<file path="src/rtl/sram_ctrl_pkg.sv">
// Shared constants and types for the single-port SRAM controller.
package sram_ctrl_pkg;
   localparam int BITS_DEF  = 2;
   localparam int DEPTH_DEF = 64;
   localparam int AW_DEF    = 6;

   typedef logic [1:0] occ_t;

   typedef enum logic {
      GNT_WR = 1'b0,
      GNT_RD = 1'b1
   } gnt_e;
endpackage

</file>
<file path="src/rtl/sram_1p_ctrl_if.sv">
// Request/response channels and macro pins of the single-port SRAM controller.
interface sram_1p_ctrl_if
   import sram_ctrl_pkg::*;
#(
   parameter int BITS = BITS_DEF,
   parameter int AW   = AW_DEF
);
   logic            wr_valid;
   logic            wr_ready;
   logic [AW-1:0]   wr_addr;
   logic [BITS-1:0] wr_data;
   logic            rd_valid;
   logic            rd_ready;
   logic [AW-1:0]   rd_addr;
   logic            rsp_valid;
   logic            rsp_ready;
   logic [BITS-1:0] rsp_data;
   logic            sram_ceb;
   logic            sram_web;
   logic [AW-1:0]   sram_a;
   logic [BITS-1:0] sram_d;
   logic [BITS-1:0] sram_q;

   modport slave (
      input  wr_valid, wr_addr, wr_data, rd_valid, rd_addr, rsp_ready, sram_q,
      output wr_ready, rd_ready, rsp_valid, rsp_data, sram_ceb, sram_web, sram_a, sram_d
   );

   modport master (
      output wr_valid, wr_addr, wr_data, rd_valid, rd_addr, rsp_ready, sram_q,
      input  wr_ready, rd_ready, rsp_valid, rsp_data, sram_ceb, sram_web, sram_a, sram_d
   );
endinterface

</file>
<file path="src/rtl/sram_rsp_fifo2.sv">
// Two-entry response FIFO; head data reads as zero while empty.
module sram_rsp_fifo2
   import sram_ctrl_pkg::*;
#(
   parameter int BITS = BITS_DEF
) (
   input  logic            CLK,
   input  logic            RSTB,
   input  logic            push,
   input  logic [BITS-1:0] push_data,
   input  logic            pop,
   output occ_t            occ,
   output logic [BITS-1:0] head_data
);
   logic [BITS-1:0] mem_q [2];
   logic [BITS-1:0] mem_d [2];
   logic            wr_ptr_q, wr_ptr_d;
   logic            rd_ptr_q, rd_ptr_d;
   occ_t            occ_q, occ_d;
   logic            pop_ok;

   always_comb begin
      mem_d    = mem_q;
      wr_ptr_d = wr_ptr_q;
      rd_ptr_d = rd_ptr_q;
      occ_d    = occ_q;
      pop_ok   = pop & (occ_q != '0);
      if (push) begin
         mem_d[wr_ptr_q] = push_data;
         wr_ptr_d        = ~wr_ptr_q;
      end
      if (pop_ok) begin
         rd_ptr_d = ~rd_ptr_q;
      end
      case ({push, pop_ok})
         2'b10:   occ_d = occ_q + 2'd1;
         2'b01:   occ_d = occ_q - 2'd1;
         default: occ_d = occ_q;
      endcase
   end

   always_ff @(posedge CLK or negedge RSTB) begin
      if (!RSTB) begin
         mem_q[0] <= '0;
         mem_q[1] <= '0;
         wr_ptr_q <= 1'b0;
         rd_ptr_q <= 1'b0;
         occ_q    <= '0;
      end else begin
         mem_q    <= mem_d;
         wr_ptr_q <= wr_ptr_d;
         rd_ptr_q <= rd_ptr_d;
         occ_q    <= occ_d;
      end
   end

   assign occ       = occ_q;
   assign head_data = (occ_q != '0) ? mem_q[rd_ptr_q] : '0;
endmodule

</file>
<file path="src/rtl/sram_1p_ctrl.sv">
// Single-port SRAM controller: round-robin write/read arbitration onto one macro
// port, with read credit so the 2-entry response buffer can never overflow.
//
// last_gnt | meaning
// GNT_WR   | last contested cycle went to the write side; next contest goes to read
// GNT_RD   | last contested cycle went to the read side; next contest goes to write
module sram_1p_ctrl
   import sram_ctrl_pkg::*;
#(
   parameter int BITS  = BITS_DEF,
   parameter int DEPTH = DEPTH_DEF,
   parameter int AW    = $clog2(DEPTH)
) (
   input  logic          CLK,
   input  logic          RSTB,
   sram_1p_ctrl_if.slave bus
);
   logic            inflight_q, inflight_d;
   gnt_e            last_gnt_q, last_gnt_d;
   occ_t            occ;
   logic [BITS-1:0] head_data;
   logic            rsp_valid;
   logic            pop;
   logic [2:0]      credit;
   logic            rd_ok;
   logic            rd_elig;
   logic            wr_elig;
   logic            grant_rd;
   logic            grant_wr;

   // RSTB gates eligibility so no handshake or macro access can occur in reset.
   always_comb begin
      rsp_valid  = (occ != '0);
      pop        = rsp_valid & bus.rsp_ready;
      credit     = {1'b0, occ} + {2'b00, inflight_q} - {2'b00, pop};
      rd_ok      = (credit < 3'd2);
      rd_elig    = bus.rd_valid & rd_ok & RSTB;
      wr_elig    = bus.wr_valid & RSTB;
      grant_rd   = rd_elig & (~wr_elig | (last_gnt_q == GNT_WR));
      grant_wr   = wr_elig & ~grant_rd;
      inflight_d = grant_rd;
      last_gnt_d = last_gnt_q;
      if (rd_elig && wr_elig) begin
         last_gnt_d = grant_rd ? GNT_RD : GNT_WR;
      end
   end

   always_comb begin
      bus.sram_ceb = 1'b1;
      bus.sram_web = 1'b1;
      bus.sram_a   = '0;
      bus.sram_d   = '0;
      if (grant_wr) begin
         bus.sram_ceb = 1'b0;
         bus.sram_web = 1'b0;
         bus.sram_a   = bus.wr_addr;
         bus.sram_d   = bus.wr_data;
      end else if (grant_rd) begin
         bus.sram_ceb = 1'b0;
         bus.sram_a   = bus.rd_addr;
      end
   end

   always_ff @(posedge CLK or negedge RSTB) begin
      if (!RSTB) begin
         inflight_q <= 1'b0;
         last_gnt_q <= GNT_WR;
      end else begin
         inflight_q <= inflight_d;
         last_gnt_q <= last_gnt_d;
      end
   end

   // sram_q is only meaningful the cycle after a read enable.
   sram_rsp_fifo2 #(.BITS(BITS)) u_rsp_fifo (
      .CLK       (CLK),
      .RSTB      (RSTB),
      .push      (inflight_q),
      .push_data (bus.sram_q),
      .pop       (pop),
      .occ       (occ),
      .head_data (head_data)
   );

   assign bus.wr_ready  = grant_wr;
   assign bus.rd_ready  = grant_rd;
   assign bus.rsp_valid = rsp_valid;
   assign bus.rsp_data  = head_data;
endmodule

</file>
<file path="src/flat_wrapper.sv">
// flat-port wrapper written by rule: the top's interface ports become plain ports
module sram_1p_ctrl_flat import sram_ctrl_pkg::*;
#(
   parameter int BITS  = BITS_DEF,
   parameter int DEPTH = DEPTH_DEF,
   parameter int AW    = $clog2(DEPTH)
)
  (CLK, RSTB, bus_wr_valid, bus_wr_addr, bus_wr_data, bus_rd_valid, bus_rd_addr, bus_rsp_ready, bus_sram_q, bus_wr_ready, bus_rd_ready, bus_rsp_valid, bus_rsp_data, bus_sram_ceb, bus_sram_web, bus_sram_a, bus_sram_d);
  sram_1p_ctrl_if #(.BITS(BITS), .AW(AW)) bus_i ();
  input  logic CLK;
  input  logic RSTB;
  input wire logic [$bits(bus_i.wr_valid)-1:0] bus_wr_valid;
  input wire logic [$bits(bus_i.wr_addr)-1:0] bus_wr_addr;
  input wire logic [$bits(bus_i.wr_data)-1:0] bus_wr_data;
  input wire logic [$bits(bus_i.rd_valid)-1:0] bus_rd_valid;
  input wire logic [$bits(bus_i.rd_addr)-1:0] bus_rd_addr;
  input wire logic [$bits(bus_i.rsp_ready)-1:0] bus_rsp_ready;
  input wire logic [$bits(bus_i.sram_q)-1:0] bus_sram_q;
  output wire logic [$bits(bus_i.wr_ready)-1:0] bus_wr_ready;
  output wire logic [$bits(bus_i.rd_ready)-1:0] bus_rd_ready;
  output wire logic [$bits(bus_i.rsp_valid)-1:0] bus_rsp_valid;
  output wire logic [$bits(bus_i.rsp_data)-1:0] bus_rsp_data;
  output wire logic [$bits(bus_i.sram_ceb)-1:0] bus_sram_ceb;
  output wire logic [$bits(bus_i.sram_web)-1:0] bus_sram_web;
  output wire logic [$bits(bus_i.sram_a)-1:0] bus_sram_a;
  output wire logic [$bits(bus_i.sram_d)-1:0] bus_sram_d;
  assign bus_i.wr_valid = bus_wr_valid;
  assign bus_i.wr_addr = bus_wr_addr;
  assign bus_i.wr_data = bus_wr_data;
  assign bus_i.rd_valid = bus_rd_valid;
  assign bus_i.rd_addr = bus_rd_addr;
  assign bus_i.rsp_ready = bus_rsp_ready;
  assign bus_i.sram_q = bus_sram_q;
  assign bus_wr_ready = bus_i.wr_ready;
  assign bus_rd_ready = bus_i.rd_ready;
  assign bus_rsp_valid = bus_i.rsp_valid;
  assign bus_rsp_data = bus_i.rsp_data;
  assign bus_sram_ceb = bus_i.sram_ceb;
  assign bus_sram_web = bus_i.sram_web;
  assign bus_sram_a = bus_i.sram_a;
  assign bus_sram_d = bus_i.sram_d;
  sram_1p_ctrl #(.BITS(BITS), .DEPTH(DEPTH), .AW(AW)) u_core (.CLK(CLK), .RSTB(RSTB), .bus(bus_i));
endmodule
</file>
<file path="config.mk">
export PLATFORM = sky130hd
export DESIGN_NAME = sram_1p_ctrl_flat
export DESIGN_NICKNAME = d
export VERILOG_FILES = /design/src/rtl/sram_ctrl_pkg.sv /design/src/rtl/sram_1p_ctrl_if.sv /design/src/rtl/sram_rsp_fifo2.sv /design/src/rtl/sram_1p_ctrl.sv /design/src/flat_wrapper.sv
export SDC_FILE = /design/constraint.sdc
export NUM_CORES = 1
export LEC_CHECK = 0
export CAP_MARGIN = 10
export CORE_MARGIN = 2
export CORE_UTILIZATION = 35
export CTS_BUF_LIST = sky130_fd_sc_hd__clkbuf_8
export CTS_CLUSTER_DIAMETER = 150
export DETAILED_ROUTE_END_ITERATION = 10
export PLACE_DENSITY = 0.81
export SYNTH_ARGS = -nofsm -noshare
export SYNTH_HDL_FRONTEND = slang
export SYNTH_SLANG_ARGS = --single-unit
</file>
<file path="constraint.sdc">
create_clock -name CLK -period 2.7 [get_ports CLK]
set_clock_uncertainty 0.15 [all_clocks]
set_input_delay 0.405 -clock CLK [delete_from_list [all_inputs] [get_ports CLK]]
set_output_delay 0.405 -clock CLK [all_outputs]
set_load 0.03 [all_outputs]
</file>
==> results.sh, run 1 <==
export IMPL_max_slew_margin=0.7889
export IMPL_end_kind="output port"
export IMPL_critPathKind="register to output port"
export IMPL_violations="negative setup slack"
export IMPL_grt_usage=0.2415
export IMPL_dieHeight_um=46.91
export IMPL_die_area_mm2=0.002200
export IMPL_yosys_area_top_type_share=0.3883
export IMPL_synthArstFlopShare=1.000
export IMPL_hold_violations=0
export IMPL_cts_root_buf="clkbuf_8"
export IMPL_ant_nets=0
export IMPL_grt_ovfl_total=0
export IMPL_dp_cells=143
export IMPL_gp_congestion=0.7094
export IMPL_crit_fanout=7
export IMPL_rows=15
export IMPL_synth_cell_types=23
export IMPL_synth_area_leaders="dfrtp_1 39%, nand2_1 8.2%, mux2_2 7.0%"
export IMPL_cap_violations=0
export IMPL_synth_edf_count=0
export IMPL_slowest_stage="fa_2"
export IMPL_synth_main_ff_cell="dfrtp_1"
export IMPL_cts_path_max_buffers=2
export IMPL_routed_wl_um=2302
export IMPL_grt_pass1_wl_um=3546
export IMPL_cts_sinks=10
export IMPL_status="finished, violations left"
export IMPL_antenna_found_initial=0
export IMPL_ys_ff_latch=10
export IMPL_final_nets=150
export IMPL_max_stage_delay_ns=0.56
export IMPL_start_kind="register"
export IMPL_via_per_inst=4.853
export IMPL_place_ws_ns=-0.9410
export IMPL_vias=728
export IMPL_htree_num_levels=1
export IMPL_yosysMostFrequentCell="nand2_1"
export IMPL_syn_area_um2=644.4
export IMPL_tritoncts="built"
export IMPL_syn_nets=95
export IMPL_powerDensity_mw_per_mm2=1207
export IMPL_dr_pass1_iters=4
export IMPL_yosys_area_top_type="dfrtp_1"
export IMPL_max_freq_mhz=308.9
export IMPL_die_x_um=46.91
export IMPL_min_period_ns=3.237
export IMPL_drt_initial_drc_count=9
export IMPL_post_drt_wl_per_cell_um=15.35
export IMPL_netlist_top_cells_count="14 x nand2_1, 10 x dfrtp_1, 8 x nor2_1, 6 x o22ai_1"
export IMPL_yosys_warnings=0
export IMPL_io_buffers=35
export IMPL_dp_hpwl_um=1593
export IMPL_multi_input_area_um2=569.3
export IMPL_hold_path_class="register to register"
export IMPL_grt_max_degree=22
export IMPL_finalCritPeriodShare=1.199
export IMPL_clk_latency_ns=0.23
export IMPL_antenna_cells=0
export IMPL_setup_tns_ns=-5.588
export IMPL_cp_arrival_ns=2.68
export IMPL_start_util=0.3732
export IMPL_tightest_slew_ns=0.3156
export IMPL_grt_pass1_vias=798
export IMPL_vdd_drop_max_v=0.0009196
export IMPL_synth_seq_area_share=0.3883
export IMPL_drc=0
export IMPL_clk_pin_slew_ns=0.05
export IMPL_drive_gt1_frac=0.5040
export IMPL_timing_hold_ws_ns=0.3580
export IMPL_worstPathRequired_ns=2.14
export IMPL_crit_top_cell="buf_6"
export IMPL_cts_buffers_inserted=3
export IMPL_syn2layout_area_growth_pct=124.7
export IMPL_cp_cell_sequence="nor2_4, nor2b_4, ha_4, nand2b_4, fa_2, nand2_4, buf_6, a211o_4, o22ai_4, buf_6"
export IMPL_rsz0062_at_grt="true"
export IMPL_coreArea_mm2=0.001727
export IMPL_syn_inst=71
export IMPL_slew_viol_final=0
export IMPL_finalSetupViolations=12
export IMPL_top_level_ports=36
export IMPL_leakage_uw=0.0006038
export IMPL_finalNonFillerCells=150
export IMPL_nFillCells=91
export IMPL_area_sequential_um2=252.7
export IMPL_setup_slack_ns=-0.5371
export IMPL_syn_area_per_cell_um2=9.076
layout make-up:
cell class / instances / share of cell area
Sequential cell: 10 / 0.1746
Timing Repair Buffer: 52 / 0.3647
Tap cell: 25 / 0.02161
Clock buffer: 4 / 0.03803
Multi-Input combinational cell: 56 / 0.3933
Inverter: 3 / 0.007779
stage by stage:
step	total power [uW]	utilization	area (um^2)
after global placement	1324	0.7457	1287
final	1747	0.8384	1448
after global routing	1845	0.8384	1448
after detailed placement	1361	0.7457	1287
after CTS	1700	0.8217	1419
after floorplan	961.5	-	820.8
path summary, 6_finish.rpt:
| check | startpoint | endpoint | slack [ns] | depth (start not counted) |
|---|---|---|---|---|
| setup reg to reg | u_core.u_rsp_fifo.occ[1] | u_core.inflight_q | 0.26 | 9 |
| hold reg to reg | u_core.u_rsp_fifo.mem_q[3] | u_core.u_rsp_fifo.mem_q[3] | 0.36 | 1 |
| min in group asynchronous | RSTB | u_core.u_rsp_fifo.mem_q[1] | 0.43 | 2 |
| hold / removal | u_core.u_rsp_fifo.mem_q[3] | u_core.u_rsp_fifo.mem_q[3] | 0.36 | 1 |
| max in group asynchronous | RSTB | u_core.u_rsp_fifo.occ[0] | 1.75 | 2 |
| setup / recovery | u_core.u_rsp_fifo.occ[1] | bus_sram_a[5] | -0.54 | 10 |
critical path, delay by kind of cell, from the launching register on:
kind	cells	cell delay [ns]
adder cells (fa/ha/maj)	2	0.77
AO/OA/AOI/OAI	2	0.59
flip-flops	1	0.42
AND/OR/NAND/NOR	4	0.40
buffers and inverters	2	0.29
layout by cell type, fill, tap and decap left out, types with 4 or more instances in the layout:
cell type	count
clkdlybuf4s50_1	22
buf_6	15
nand2_1	12
buf_4	12
dfrtp_1	8
o22ai_4	6
nor2_4	4
nor2_1	4
mux2_2	4
xor2_1	4
clkbuf_8	4
cell families after synthesis:
family,share of synthesized area
and+or+nand+nor,0.2253
DFF,0.3883
AOI/OAI and AO/OA,0.07961
xor gates and xnor gates,0.1068
muxes,0.1010
buffers and inverters,0.02913
adders and majority gates,0.06990
report_power, final:
| group | switching (uW) | internal (uW) | leakage, uW |
|---|---|---|---|
| combinational | 616 | 636 | 0.000457 |
| sequential | 74.8 | 230 | 0.000118 |
| clock | 61.6 | 128 | 0.0000288 |
flip-flops by register name (all words and copies together), names as in the netlist:
| name | flops |
|---|---|
| u_core.u_rsp_fifo.rd_ptr_q | 1 |
| u_core.u_rsp_fifo.mem_q | 4 |
| u_core.u_rsp_fifo.wr_ptr_q | 1 |
| u_core.u_rsp_fifo.occ | 2 |
| u_core.last_gnt_q | 1 |
| u_core.inflight_q | 1 |
metal layers:
metal	up-vias	global-route usage	routed length [um]	share of wire
met5	-	0	0	0
met2	23	0.4329	1285	0.56
met4	0	0.1389	59	0.026
met1	351	0.2796	882	0.38
met3	6	0.01923	74	0.032
li1	348	-	-	-
what timing repair did:
item                       in CTS  in global routing
hold endpoints to repair        0                  0
hold buffers                    0                  0
setup endpoints to repair      12                 12
pin swaps                       8                  8
resized for setup              23                 12
setup buffers                   2                  1
No activity file was read; power rests on OpenSTA's default activity.
==> run 2: changes to the inputs <==
--- a/config.mk
+++ b/config.mk
@@ -12,6 +12,8 @@
 export CTS_CLUSTER_DIAMETER = 150
 export DETAILED_ROUTE_END_ITERATION = 10
 export PLACE_DENSITY = 0.81
+export RECOVER_POWER = 25
 export SYNTH_ARGS = -nofsm -noshare
 export SYNTH_HDL_FRONTEND = slang
 export SYNTH_SLANG_ARGS = --single-unit
+export TNS_END_PERCENT = 100
==> results.sh, run 2 (synthesis results as in run 1) <==
export IMPL_slew_viol_final=0
export IMPL_grt_pass1_wl_um=3546
export IMPL_layout_commonest_cell="clkdlybuf4s50_1"
export IMPL_grt_max_degree=22
export IMPL_crit_top_cell="buf_6"
export IMPL_rows=15
export IMPL_end_kind="output port"
export IMPL_die_x_um=46.91
export IMPL_clk_pin_slew_ns=0.05
export IMPL_start_kind="register"
export IMPL_hold_path_class="register to register"
export IMPL_holdBufCountCts=0
export IMPL_routed_wl_um=2301
export IMPL_die_area_mm2=0.002200
export IMPL_finalInstanceArea_mm2=0.001448
export IMPL_grt_ovfl_total=0
export IMPL_finalSetupViolations=12
export IMPL_ant_nets=0
export IMPL_largest_register="u_core.u_rsp_fifo.mem_q"
export IMPL_antenna_cells=0
export IMPL_dr_pass1_iters=4
export IMPL_largest_register_ffs=4
export IMPL_worstPathRequired_ns=2.14
export IMPL_crit_fanout=7
export IMPL_grt_usage=0.2415
export IMPL_antenna_found_initial=0
export IMPL_tritoncts="built"
export IMPL_status="finished, violations left"
export IMPL_setup_slack_ns=-0.5376
export IMPL_critPathKind="register to output port"
export IMPL_nFillCells=91
export IMPL_grt_pass1_vias=798
export IMPL_powerDensity_mw_per_mm2=1207
export IMPL_drc=0
export IMPL_top_level_ports=36
export IMPL_max_freq_mhz=308.9
export IMPL_vdd_drop_max_v=0.0009192
export IMPL_cp_cell_sequence="nor2_4, nor2b_4, ha_4, nand2b_4, fa_2, nand2_4, buf_6, a211o_4, o22ai_4, buf_6"
export IMPL_coreArea_mm2=0.001727
export IMPL_max_slew_margin=0.7889
export IMPL_dieHeight_um=46.91
export IMPL_cp_arrival_ns=2.68
export IMPL_place_ws_ns=-0.9410
export IMPL_leakage_uw=0.0006041
export IMPL_dp_hpwl_um=1593
export IMPL_place_area_mm2=0.001287
export IMPL_max_stage_delay_ns=0.56
export IMPL_rsz0062_at_grt="true"
export IMPL_clk_latency_ns=0.23
export IMPL_hold_violations=0
export IMPL_cts_sinks=10
export IMPL_final_cell_mix="21 x clkdlybuf4s50_1, 15 x buf_6, 12 x nand2_1, 12 x buf_4, 8 x dfrtp_1"
export IMPL_syn2layout_area_growth_pct=124.7
export IMPL_violations="negative setup slack"
export IMPL_io_buffers=35
export IMPL_via_per_inst=4.853
export IMPL_cts_buffers_inserted=3
export IMPL_gp_congestion=0.7094
export IMPL_vias=728
export IMPL_drive_gt1_frac=0.5040
export IMPL_drt_initial_drc_count=9
export IMPL_min_period_ns=3.238
export IMPL_final_nets=150
export IMPL_cts_root_buf="clkbuf_8"
export IMPL_htree_num_levels=1
export IMPL_post_drt_wl_per_cell_um=15.34
export IMPL_cap_violations=0
export IMPL_finalCritPeriodShare=1.199
export IMPL_start_util=0.3732
export IMPL_tightest_slew_ns=0.3156
export IMPL_slowest_stage="fa_2"
export IMPL_setup_tns_ns=-5.595
export IMPL_cts_path_max_buffers=2
[run 2: changes by cell type in the layout (fill, tap and decap cells not counted), sizes merged]
cell,change
clkdlybuf4s50,-1
dlygate4sd3,+1
[run 2: where the power goes]
group / switching (uW) / internal [uW]
registers: 74.8 / 230
logic: 616 / 636
clock network: 61.6 / 128
[run 2: what timing repair did]
item / in CTS / in global routing
buffers inserted: 2 / 1
endpoints found under the setup margin: 12 / 12
gates resized for setup: 23 / 12
pin swaps: 8 / 8
[run 2: critical path, delay by kind of cell (launching register included)]
family / cells / cell delay [ns]
AO/OA/AOI/OAI: 2 / 0.59
adder cells (fa/ha/maj): 2 / 0.77
buffers and inverters: 2 / 0.29
flip-flops: 1 / 0.42
AND/OR/NAND/NOR: 4 / 0.40
[run 2: per-stage QoR]
stage          hold WS [ns]    util  cells  total power [uW]
2_1_floorplan      -0.04059       -     71             961.5
3_3_place_gp         0.3327  0.7457    143              1324
3_5_place_dp         0.3455  0.7457    143              1361
4_1_cts              0.3579  0.8217    149              1700
5_1_grt              0.3661  0.8384    150              1844
6_report             0.3580  0.8384    150              1747
[run 2: path summary, 6_finish.rpt]
kind	slack [ns]	cells after the start	endpoint	start
worst max-delay path	-0.54	10	bus_sram_a[5]	u_core.u_rsp_fifo.occ[1]
worst min-delay path	0.36	1	u_core.u_rsp_fifo.mem_q[3]	u_core.u_rsp_fifo.mem_q[3]
worst max register to register	0.26	9	u_core.inflight_q	u_core.u_rsp_fifo.occ[1]
worst min register to register	0.36	1	u_core.u_rsp_fifo.mem_q[3]	u_core.u_rsp_fifo.mem_q[3]
max in group asynchronous	1.68	2	u_core.u_rsp_fifo.occ[0]	RSTB
min in group asynchronous	0.50	2	u_core.u_rsp_fifo.mem_q[1]	RSTB
[run 2: final cells by class]
cell class                      instances  area, um^2  share of cell area
Clock buffer                            4       55.05             0.03803
Inverter                                3       11.26            0.007779
Multi-Input combinational cell         56       569.3              0.3933
Sequential cell                        10       252.7              0.1746
Tap cell                               25       31.28             0.02161
Timing Repair Buffer                   52       528.0              0.3647
[run 2: routing by layer]
layer,vias up,global-route usage,routed length (um)
met5,-,0,0
met4,0,0.1389,59
li1,348,-,-
met3,6,0.01923,74
met1,351,0.2796,882
met2,23,0.4329,1284
